### src/rtl/intr_ctrl_pkg.sv
// Shared types and constants for the interrupt controller.
//   state_t         : in-service tracking FSM states
//   REG_*           : MMIO byte offsets of the register file
//   SPURIOUS_ID_DEF : default claim ID reported for a take with nothing selected
package intr_ctrl_pkg;

    typedef enum logic [1:0] {
        ST_IDLE = 2'd0,
        ST_REQ  = 2'd1,
        ST_SVC  = 2'd2
    } state_t;

    localparam logic [3:0] REG_ENABLE  = 4'h0;
    localparam logic [3:0] REG_PENDING = 4'h4;
    localparam logic [3:0] REG_MODE    = 4'h8;
    localparam logic [3:0] REG_CLAIM   = 4'hC;

    localparam int unsigned SPURIOUS_ID_DEF = 31;

endpackage

### src/rtl/intr_sync_edge.sv
// Per-source two-flop synchroniser plus history flop.
//   clk, RST_n : clock, async active-low reset
//   d          : raw asynchronous source
//   level      : synchronised level (s2)
//   rise_c     : combinational rising-edge indication (s2 & ~s3)
module intr_sync_edge (
    input  logic clk,
    input  logic RST_n,
    input  logic d,
    output logic level,
    output logic rise_c
);

    logic s1, s2, s3;

    always_ff @(posedge clk or negedge RST_n) begin
        if (!RST_n) begin
            s1 <= 1'b0;
            s2 <= 1'b0;
            s3 <= 1'b0;
        end else begin
            s1 <= d;
            s2 <= s1;
            s3 <= s2;
        end
    end

    assign level  = s2;
    assign rise_c = s2 & ~s3;

endmodule

### src/rtl/intr_ctrl.sv
// Interrupt controller: synchronises and latches NSRC sources, picks the
// lowest-index enabled pending source, raises intr to the core FSM and tracks
// the in-service interrupt through int_taken / mret_exec.
//   clk, RST_n          : clock, async active-low reset
//   src                 : raw interrupt sources
//   int_taken, mret_exec: core FSM strobes
//   intr                : registered interrupt request
//   mmio_*              : register port (ENABLE, PENDING, MODE, CLAIM)
//   claim_id            : ID of the in-service source
module intr_ctrl
    import intr_ctrl_pkg::*;
#(
    parameter int unsigned NSRC        = 8,
    parameter int unsigned IDW         = 5,
    parameter int unsigned SPURIOUS_ID = SPURIOUS_ID_DEF
) (
    input  logic            clk,
    input  logic            RST_n,
    input  logic [NSRC-1:0] src,
    input  logic            int_taken,
    input  logic            mret_exec,
    output logic            intr,
    input  logic [3:0]      mmio_addr,
    input  logic            mmio_we,
    input  logic            mmio_re,
    input  logic [31:0]     mmio_wdata,
    output logic [31:0]     mmio_rdata,
    output logic [IDW-1:0]  claim_id
);

    logic [NSRC-1:0] level, rise;
    logic [NSRC-1:0] enable_q, mode_q, pend_q;
    logic [NSRC-1:0] req_c, take_clr_c, w1c_c, clr_c, pend_n_c;
    logic [IDW-1:0]  sel_c, claim_n_c;
    logic            any_c, intr_n_c;
    logic [31:0]     rd_c;
    state_t          state_q, state_n_c;

    logic unused_wdata;
    assign unused_wdata = &{1'b0, mmio_wdata};

    // Per-source synchroniser / edge detector
    for (genvar g = 0; g < NSRC; g++) begin : g_sync
        intr_sync_edge u_sync (
            .clk    (clk),
            .RST_n  (RST_n),
            .d      (src[g]),
            .level  (level[g]),
            .rise_c (rise[g])
        );
    end

    // Lowest-index enabled pending source wins
    assign req_c = pend_q & enable_q;
    assign any_c = |req_c;

    always_comb begin
        sel_c = '0;
        for (int i = NSRC - 1; i >= 0; i--) begin
            if (req_c[i]) sel_c = IDW'(i);
        end
    end

    // Next-state / output logic
    always_comb begin
        state_n_c  = state_q;
        intr_n_c   = 1'b0;
        claim_n_c  = claim_id;
        take_clr_c = '0;
        case (state_q)
            ST_IDLE: begin
                if (int_taken) begin
                    state_n_c = ST_SVC;
                    claim_n_c = IDW'(SPURIOUS_ID);
                end else if (any_c) begin
                    state_n_c = ST_REQ;
                    intr_n_c  = 1'b1;
                end
            end
            ST_REQ: begin
                if (int_taken) begin
                    state_n_c = ST_SVC;
                    if (any_c) begin
                        claim_n_c = sel_c;
                        if (mode_q[sel_c]) take_clr_c = NSRC'(1) << sel_c;
                    end else begin
                        claim_n_c = IDW'(SPURIOUS_ID);
                    end
                end else if (!any_c) begin
                    state_n_c = ST_IDLE;
                end else begin
                    intr_n_c = 1'b1;
                end
            end
            ST_SVC: begin
                if (mret_exec) begin
                    state_n_c = ST_IDLE;
                    claim_n_c = '0;
                end
            end
            default: state_n_c = ST_IDLE;
        endcase
    end

    // Pending update: edge bits set on rise (set beats clear), level bits follow s2
    assign w1c_c    = (mmio_we && mmio_addr == REG_PENDING) ? (mmio_wdata[NSRC-1:0] & mode_q) : '0;
    assign clr_c    = w1c_c | take_clr_c;
    assign pend_n_c = (mode_q & ((pend_q & ~clr_c) | rise)) | (~mode_q & level);

    // Register read mux
    always_comb begin
        rd_c = '0;
        case (mmio_addr)
            REG_ENABLE:  rd_c[NSRC-1:0] = enable_q;
            REG_PENDING: rd_c[NSRC-1:0] = pend_q;
            REG_MODE:    rd_c[NSRC-1:0] = mode_q;
            REG_CLAIM: begin
                rd_c[31]      = (state_q == ST_SVC);
                rd_c[IDW-1:0] = claim_id;
            end
            default: rd_c = '0;
        endcase
    end

    // State, configuration and output registers
    always_ff @(posedge clk or negedge RST_n) begin
        if (!RST_n) begin
            state_q    <= ST_IDLE;
            intr       <= 1'b0;
            claim_id   <= '0;
            enable_q   <= '0;
            mode_q     <= '0;
            pend_q     <= '0;
            mmio_rdata <= '0;
        end else begin
            state_q  <= state_n_c;
            intr     <= intr_n_c;
            claim_id <= claim_n_c;
            pend_q   <= pend_n_c;
            if (mmio_we && mmio_addr == REG_ENABLE) enable_q <= mmio_wdata[NSRC-1:0];
            if (mmio_we && mmio_addr == REG_MODE)   mode_q   <= mmio_wdata[NSRC-1:0];
            if (mmio_re) mmio_rdata <= rd_c;
        end
    end

endmodule
### config.mk
export PLATFORM = sky130hd
export DESIGN_NAME = intr_ctrl
export DESIGN_NICKNAME = d
export VERILOG_FILES = /design/src/rtl/intr_ctrl_pkg.sv /design/src/rtl/intr_sync_edge.sv /design/src/rtl/intr_ctrl.sv
export SDC_FILE = /design/constraint.sdc
export NUM_CORES = 1
export LEC_CHECK = 0
export ABC_AREA = 1
export BUFFER_PORTS_ARGS = -buffer_cell sky130_fd_sc_hd__buf_2
export CORE_MARGIN = 1
export CORE_UTILIZATION = 25
export DETAILED_ROUTE_END_ITERATION = 7
export PLACE_DENSITY_LB_ADDON = 0.05
export SLEW_MARGIN = 15
export SYNTH_ARGS = -nofsm -noshare
export SYNTH_HDL_FRONTEND = slang
export SYNTH_HIERARCHICAL = 1
export SYNTH_SLANG_ARGS = --single-unit
### constraint.sdc
create_clock -name clk -period 2.7 [get_ports clk]
set_input_delay 0.27 -clock clk [delete_from_list [all_inputs] [get_ports clk]]
set_output_delay 0.27 -clock clk [all_outputs]
set_load 0.01 [all_outputs]
After elaboration in Yosys (flattened, before gate mapping)
Cells that the tools add are included.
W data, S select, Z words.

word-level totals
  register bits after elaboration = 65
  input port bits = 50
  output and inout bits = 38
  logic and storage cells = 111

operators by class
  order comparisons = 1
  equal/unequal tests = 10
  shifts and indexed selects = 1
  multiplexer cells = 32
  bitwise gates (word level) = 26
  reduce and logical (&&, ||, !) cells = 10

operators by type and width
  operator               number
  $mux W5                9
  $and A8 B8 Y8          5
  $mux W8                5
  $or A8 B8 Y8           3
  $pmux W5 S4            1
  $not A8 Y8             2
  $pmux W5 S3            1
  $mux W2                5
  $mux W3                3
  $pmux W3 S3            1
  $and A1 B1 Y1          8
  $eq A4 B4 Y1 const B   2
  $not A1 Y1             8
  $reduce_or A8 Y1       1
  $shl A1 B5 Y8 const A  1
  $ne A2 B2 Y1 const B   3
  $ne A3 B3 Y1 const B   2
  $pmux W2 S3            1
  $lt A5 B4 Y1 const B   1
  $mux W1                5
  $eq A4 B3 Y1 const B   1
  $logic_not A4 Y1       1
  $reduce_and A4 Y1      1
  $bmux W1 S3            1
  other kinds (7)        9

Depth between registers and ports, before layout
  depth in word-level cells = 21
  depth in mapped cells = 17
  gate-level depth less buffers = 17

Hierarchy
The synthesis kept the hierarchy.

by module, submodules not included
  module          instances  cells an instance  area each (µm²)  sequential area each (µm²)
  intr_ctrl       1          302                2348.5           1001.0
  intr_sync_edge  8          5                  85.1             75.1

Worst setup path before layout
OpenSTA, ideal clock, no wires.

  kind = flip-flop to flip-flop
  from = register enable_q[0]
  to = register pend_q[7]
  setup time = 0.120 ns
  data arrival time = 1.366 ns
  required time = 2.580 ns
  slack = 1.215 ns
  stages on the path, launching flop included = 13
  path buffers = 0
  clock period less this slack = 1.485 ns
  cell sequence = dfrtp_1 nand2_2 nand2_2 nor2_2 inv_2 nor2_2 nand2_1 nor2_1 nand3_2 nand2_2 nand2_1 nand2_1 a21oi_2

on the way
  cells in the longest elaborated chain, start to end = 14
  elaborated cells on any way between the ends = 16
  classes of those cells = shift (1); mux (7); bitwise (7); reduce/logical (1)

RTL lines
  element                        RTL line          source
  from (decl)                    intr_ctrl.sv:32   logic [NSRC-1:0] enable_q, mode_q, pend_q;
  from (signal assigned)         intr_ctrl.sv:140  if (mmio_we && mmio_addr == REG_ENABLE) enable_q <= mmio_wdata[NSRC-1:0];
  $and A8 B8 Y8 (*)              intr_ctrl.sv:54   assign req_c = pend_q & enable_q;
  $mux W5                        intr_ctrl.sv:60   if (req_c[i]) sel_c = IDW'(i);
  $bmux W1 S3                    intr_ctrl.sv:85   if (mode_q[sel_c]) take_clr_c = NSRC'(1) << sel_c;
  $mux W1 (implied by the code)  intr_ctrl.sv:85
  $mux W8                        intr_ctrl.sv:85
  $mux W8 (*)                    intr_ctrl.sv:83   if (any_c) begin
  $mux W8 (*)                    intr_ctrl.sv:81   if (int_taken) begin
  $mux W8 (*)                    intr_ctrl.sv:70   case (state_q)
  $or A8 B8 Y8 (*)               intr_ctrl.sv:107  assign clr_c = w1c_c | take_clr_c;
  $not A8 Y8 (*)                 intr_ctrl.sv:108  assign pend_n_c = (mode_q & ((pend_q & ~clr_c) | rise)) | (~mode_q & level);
  $and A8 B8 Y8 (*)              intr_ctrl.sv:108
  $or A8 B8 Y8 (*)               intr_ctrl.sv:108
  $and A8 B8 Y8 (*)              intr_ctrl.sv:108
  $or A8 B8 Y8 (*)               intr_ctrl.sv:108
  net pend_n_c[7]                intr_ctrl.sv:33   logic [NSRC-1:0] req_c, take_clr_c, w1c_c, clr_c, pend_n_c;
  to (signal assigned)           intr_ctrl.sv:139  pend_q <= pend_n_c;
  to (decl)                      intr_ctrl.sv:32

The timed path passes the listed nets; every way through them passes the cells marked *. The select of a mux whose other input is x is not followed.
A chain may end at the register's enable or synchronous reset.

Worst setup path in the final report
  from = register pend_q[0]
  to = register pend_q[4]

on the way
  cells in the longest elaborated chain, start to end = 14
  elaborated cells on any way between the ends = 16
  classes of those cells = shift (1); mux (7); bitwise (7); reduce/logical (1)

RTL lines
  element                        RTL line
  $and A8 B8 Y8 (*)              intr_ctrl.sv:54
  $mux W5                        intr_ctrl.sv:60
  $bmux W1 S3                    intr_ctrl.sv:85
  $mux W1 (implied by the code)  intr_ctrl.sv:85
  $mux W8                        intr_ctrl.sv:85
  $mux W8 (*)                    intr_ctrl.sv:83
  $mux W8 (*)                    intr_ctrl.sv:81
  $mux W8 (*)                    intr_ctrl.sv:70
  $or A8 B8 Y8 (*)               intr_ctrl.sv:107
  $not A8 Y8 (*)                 intr_ctrl.sv:108
  $and A8 B8 Y8 (*)              intr_ctrl.sv:108
  $or A8 B8 Y8 (*)               intr_ctrl.sv:108
  $and A8 B8 Y8 (*)              intr_ctrl.sv:108
  $or A8 B8 Y8 (*)               intr_ctrl.sv:108
  net pend_n_c[4]                intr_ctrl.sv:33

Marks and branches as above.

==> metrics.md <==
| Metric | Value |
|---|---|
| Status | finished, violations left |
| Failing checks | design-rule violations |
| Worst reg-to-reg setup slack | 870 ps |
| Vias/cell | 4.15 |
| Dpl hpwl | 5340 um |
| DRC violations left | 5 |
| Logic pwr share | 22.8% |
| Upper clock frequency limit | 0.548 GHz |
| Area of the multi-input gates | 0.00112 mm2 |
| Met3 Use GR | 3.56% |
| Via count | 2235 |
| Clock-pin slew on the worst setup and hold paths | 50 ps |
| Largest net degree at the start of global routing | 37 |
| Peak VDD IR | 0.335 mV |
| Synthesized area | 0.00303 mm2 |
| Yosys warns | 6 |
| Final core occ | 31.0% |
| Final net count | 440 |
| Fill cells | 1278 |
| CP arrival | 2040 ps |
| Post-CTS Setup Inserts | 0 |
| Setup violators final | 0 |
| Power density over cell area | 811 mW/mm2 |
| First-pass GRT wire length | 11900 um |
| Final wirelength | 7390 um |
| Internal | 0.00196 W |
| Clock buffer depth | 2 |
| Hold Vio Cnt, Final | 0 |
| Register bit total from synthesis | 64 |
| Clk pwr share | 36.2% |
| Max-slew violations | 0 |
| RSZ-0062 raised after global routing | false |
| CTS-repair resized insts | 0 |
| Num rows | 39 |
| FF-to-FF Start | pend_q[0]$_DFF_PN0_ |
| H-tree levels | 3 |
| Reg2reg path depth | 10 |
| M1 GR Usage | 17.4% |
| Vias in the first global route | 2189 |
| Top Usage Layer GRT | met2 |
| Initial drt markers | 141 |
| Initial antenna violation count | 0 |
| Sw Ratio | 33.0% |
| Most frequent cells in the layout | 67 x nand2_1, 64 x dfrtp_1, 49 x inv_1, 40 x buf_2, 30 x o21ai_0 |
| CTS Hold Bufs | 0 |
| Die W | 112 um |
| Leakage power | 1.81 nW |
| Min-delay worst type | primary input to async pin |
| Req. time, crit path | 2920 ps |
| CTS tree | done |
| Post-synthesis sequential area ratio | 52.9% |
| Cells after Synth | 342 |
| Crit. End Element | register |
| Share of cells above drive strength 1 | 23.0% |
| Critical path class | register to register |
| GPL Wtd Cong | 0.794 |
| Met2 GRT Util | 19.3% |
| Tmin final | 1830 ps |
| Max-slew headroom | 50.5% |
| Inst Count DP | 522 |
| FF/Latch Area | 0.00160 mm2 |
| Setup TNS Final | 0 ps |
| Grt ovf | 0 |
| N_diodes | 0 |
| Crit share post-route | 67.6% |
| DR WL/cell | 13.7 um |
| Clock sinks | 64 |
| Clk_lat worst skew | 330 ps |
| IO Pins | 88 |
| Switch Pwr | 0.000961 W |
| Drt first pass iters | 8 |
| CTS Root Cell | clkbuf_16 |
| Maxcap violations | 0 |
| Cell accounting for the most synthesized area | dfrtp_1 |
| Unique masters post-synth | 30 |
| Area growth, synth to finish | 18.7% |
| Yosys top cell area share | 52.9% |
| Total GRT Usage | 12.7% |
| R2R Path End | pend_q[4]$_DFF_PN0_ |
| Die area | 0.0126 mm2 |
| Routed Antenna Nets | 0 |
| Mean Syn Cell Area | 8.86 um2 |
| I/O Buffers | 40 |
| Critical path startpoint category | register |
| Core ar. | 0.0116 mm2 |
| Worst-path maximum fanout | 5 |
| Die height | 112 um |
| Flop pwr share | 41.0% |
| CTS Buf Count | 9 |
| Tot Pwr | 0.00292 W |
| Ranking of synthesized cells by area | dfrtp_1 53%, nand2_1 8.3%, inv_1 6.1%, buf_4 5.9%, o21ai_0 5.0% |
| Non-filler cells, final | 538 |
| Most common cell after layout, fill and taps aside | nand2_1 |
| Setup Skew | 5.60 ps |
| Slew @ Worst Pin | 743 ps |
| Initial Utilization | 26.1% |
## registers in the layout, indices dropped and copies added (netlist names)
register             cells
g_sync.u_sync/s3         8
mmio_rdata               9
g_sync.u_sync/level      8
intr                     1
mode_q                   8
enable_q                 8
pend_q                   8
claim_id                 4
state_q                  2
g_sync.u_sync/s1         8
## through the flow
stage | cell area (um2) | hold slack, ps | setup WS [ps]
2_1_floorplan | 3110 | -25.6 | 1210
3_3_place_gp | 3330 | 332 | 822
3_5_place_dp | 3330 | 336 | 837
4_1_cts | 3590 | 33.9 | 823
5_1_grt | 3590 | 31.7 | 725
6_report | 3590 | 7.09 | 874
## cell type report
| type | instances | share of cell area [%] |
|---|---|---|
| sequential | 64 | 44.6 |
| clock buffer | 13 | 6.96 |
| inverter | 52 | 5.43 |
| tap | 143 | 4.98 |
| clock inverter | 3 | 0.487 |
| timing repair buffer | 42 | 6.33 |
| multi-input combinational | 221 | 31.3 |
## worst max-delay path by stage
| stage | startpoint | end | slack [ps] |
|---|---|---|---|
| 2_1_floorplan | enable_q[0]$_DFFE_PN0P_ | pend_q[7]$_DFF_PN0_ | 1210 |
| 3_3_place_gp | pend_q[0]$_DFF_PN0_ | pend_q[4]$_DFF_PN0_ | 820 |
| 3_5_place_dp | pend_q[0]$_DFF_PN0_ | pend_q[4]$_DFF_PN0_ | 840 |
| 4_1_cts | pend_q[0]$_DFF_PN0_ | pend_q[4]$_DFF_PN0_ | 820 |
| 5_1_grt | enable_q[0]$_DFFE_PN0P_ | pend_q[4]$_DFF_PN0_ | 730 |
| 6_report | pend_q[0]$_DFF_PN0_ | pend_q[4]$_DFF_PN0_ | 870 |
## cell usage after synthesis
library cell  instances
nor2_2               11
inv_2                 2
a21oi_4               1
o2111ai_1             1
inv_1                49
o21ai_2               4
nand2_2               7
nand2_4               2
o31ai_1               1
a31oi_1               8
nor3_1                5
a21oi_1               7
o22ai_1               3
nand3_1               8
clkinv_1              1
buf_1                 1
nand4_1               3
clkbuf_1              2
dfrtp_1              64
nand2_1              67
nor3_4                2
buf_4                24
a221oi_1              4
o21ai_0              30
nor2_1               24
a21oi_2               4
o21ai_1               1
nand3_2               3
conb_1                1
o221ai_1              2
## logic make-up (layout without fill, tap and decap cells)
logic type | count (synthesis) | in the layout | synth area share, %
compound gates | 66 | 66 | 13.7
buf+inv | 79 | 110 | 12.8
flops | 64 | 64 | 52.9
other cells | 1 | 23 | 0.124
simple gates | 132 | 132 | 20.6
## power by group through the flow
stage | clock network, W | registers, W | logic (W)
CTS | 0.00110 | 0.00120 | 0.000677
finish | 0.00106 | 0.00120 | 0.000664
detailed placement | 0 | 0.00121 | 0.000676
global route | 0.00113 | 0.00122 | 0.000748
global placement | 0 | 0.00121 | 0.000676
floorplan | 0 | 0.00120 | 0.000484
## metal layers
metal / part of all wire, % / up-vias
li1: - / 1143
met1: 51 / 1024
met2: 44 / 61
met3: 4.0 / 7
met4: 1.2 / 0
met5: 0 / -
## worst max-delay path, stage by stage (launching register included)
cell and delay [ps]:
dfrtp_1 400, nand2_2 150, nand2_2 100, nor2_2 210
inv_2 50, nor2_2 130, nand3_1 210, nor2_1 220
nand2_1 100, nand2_1 90, a21oi_2 50
No activity file was read; power rests on OpenSTA's default activity.
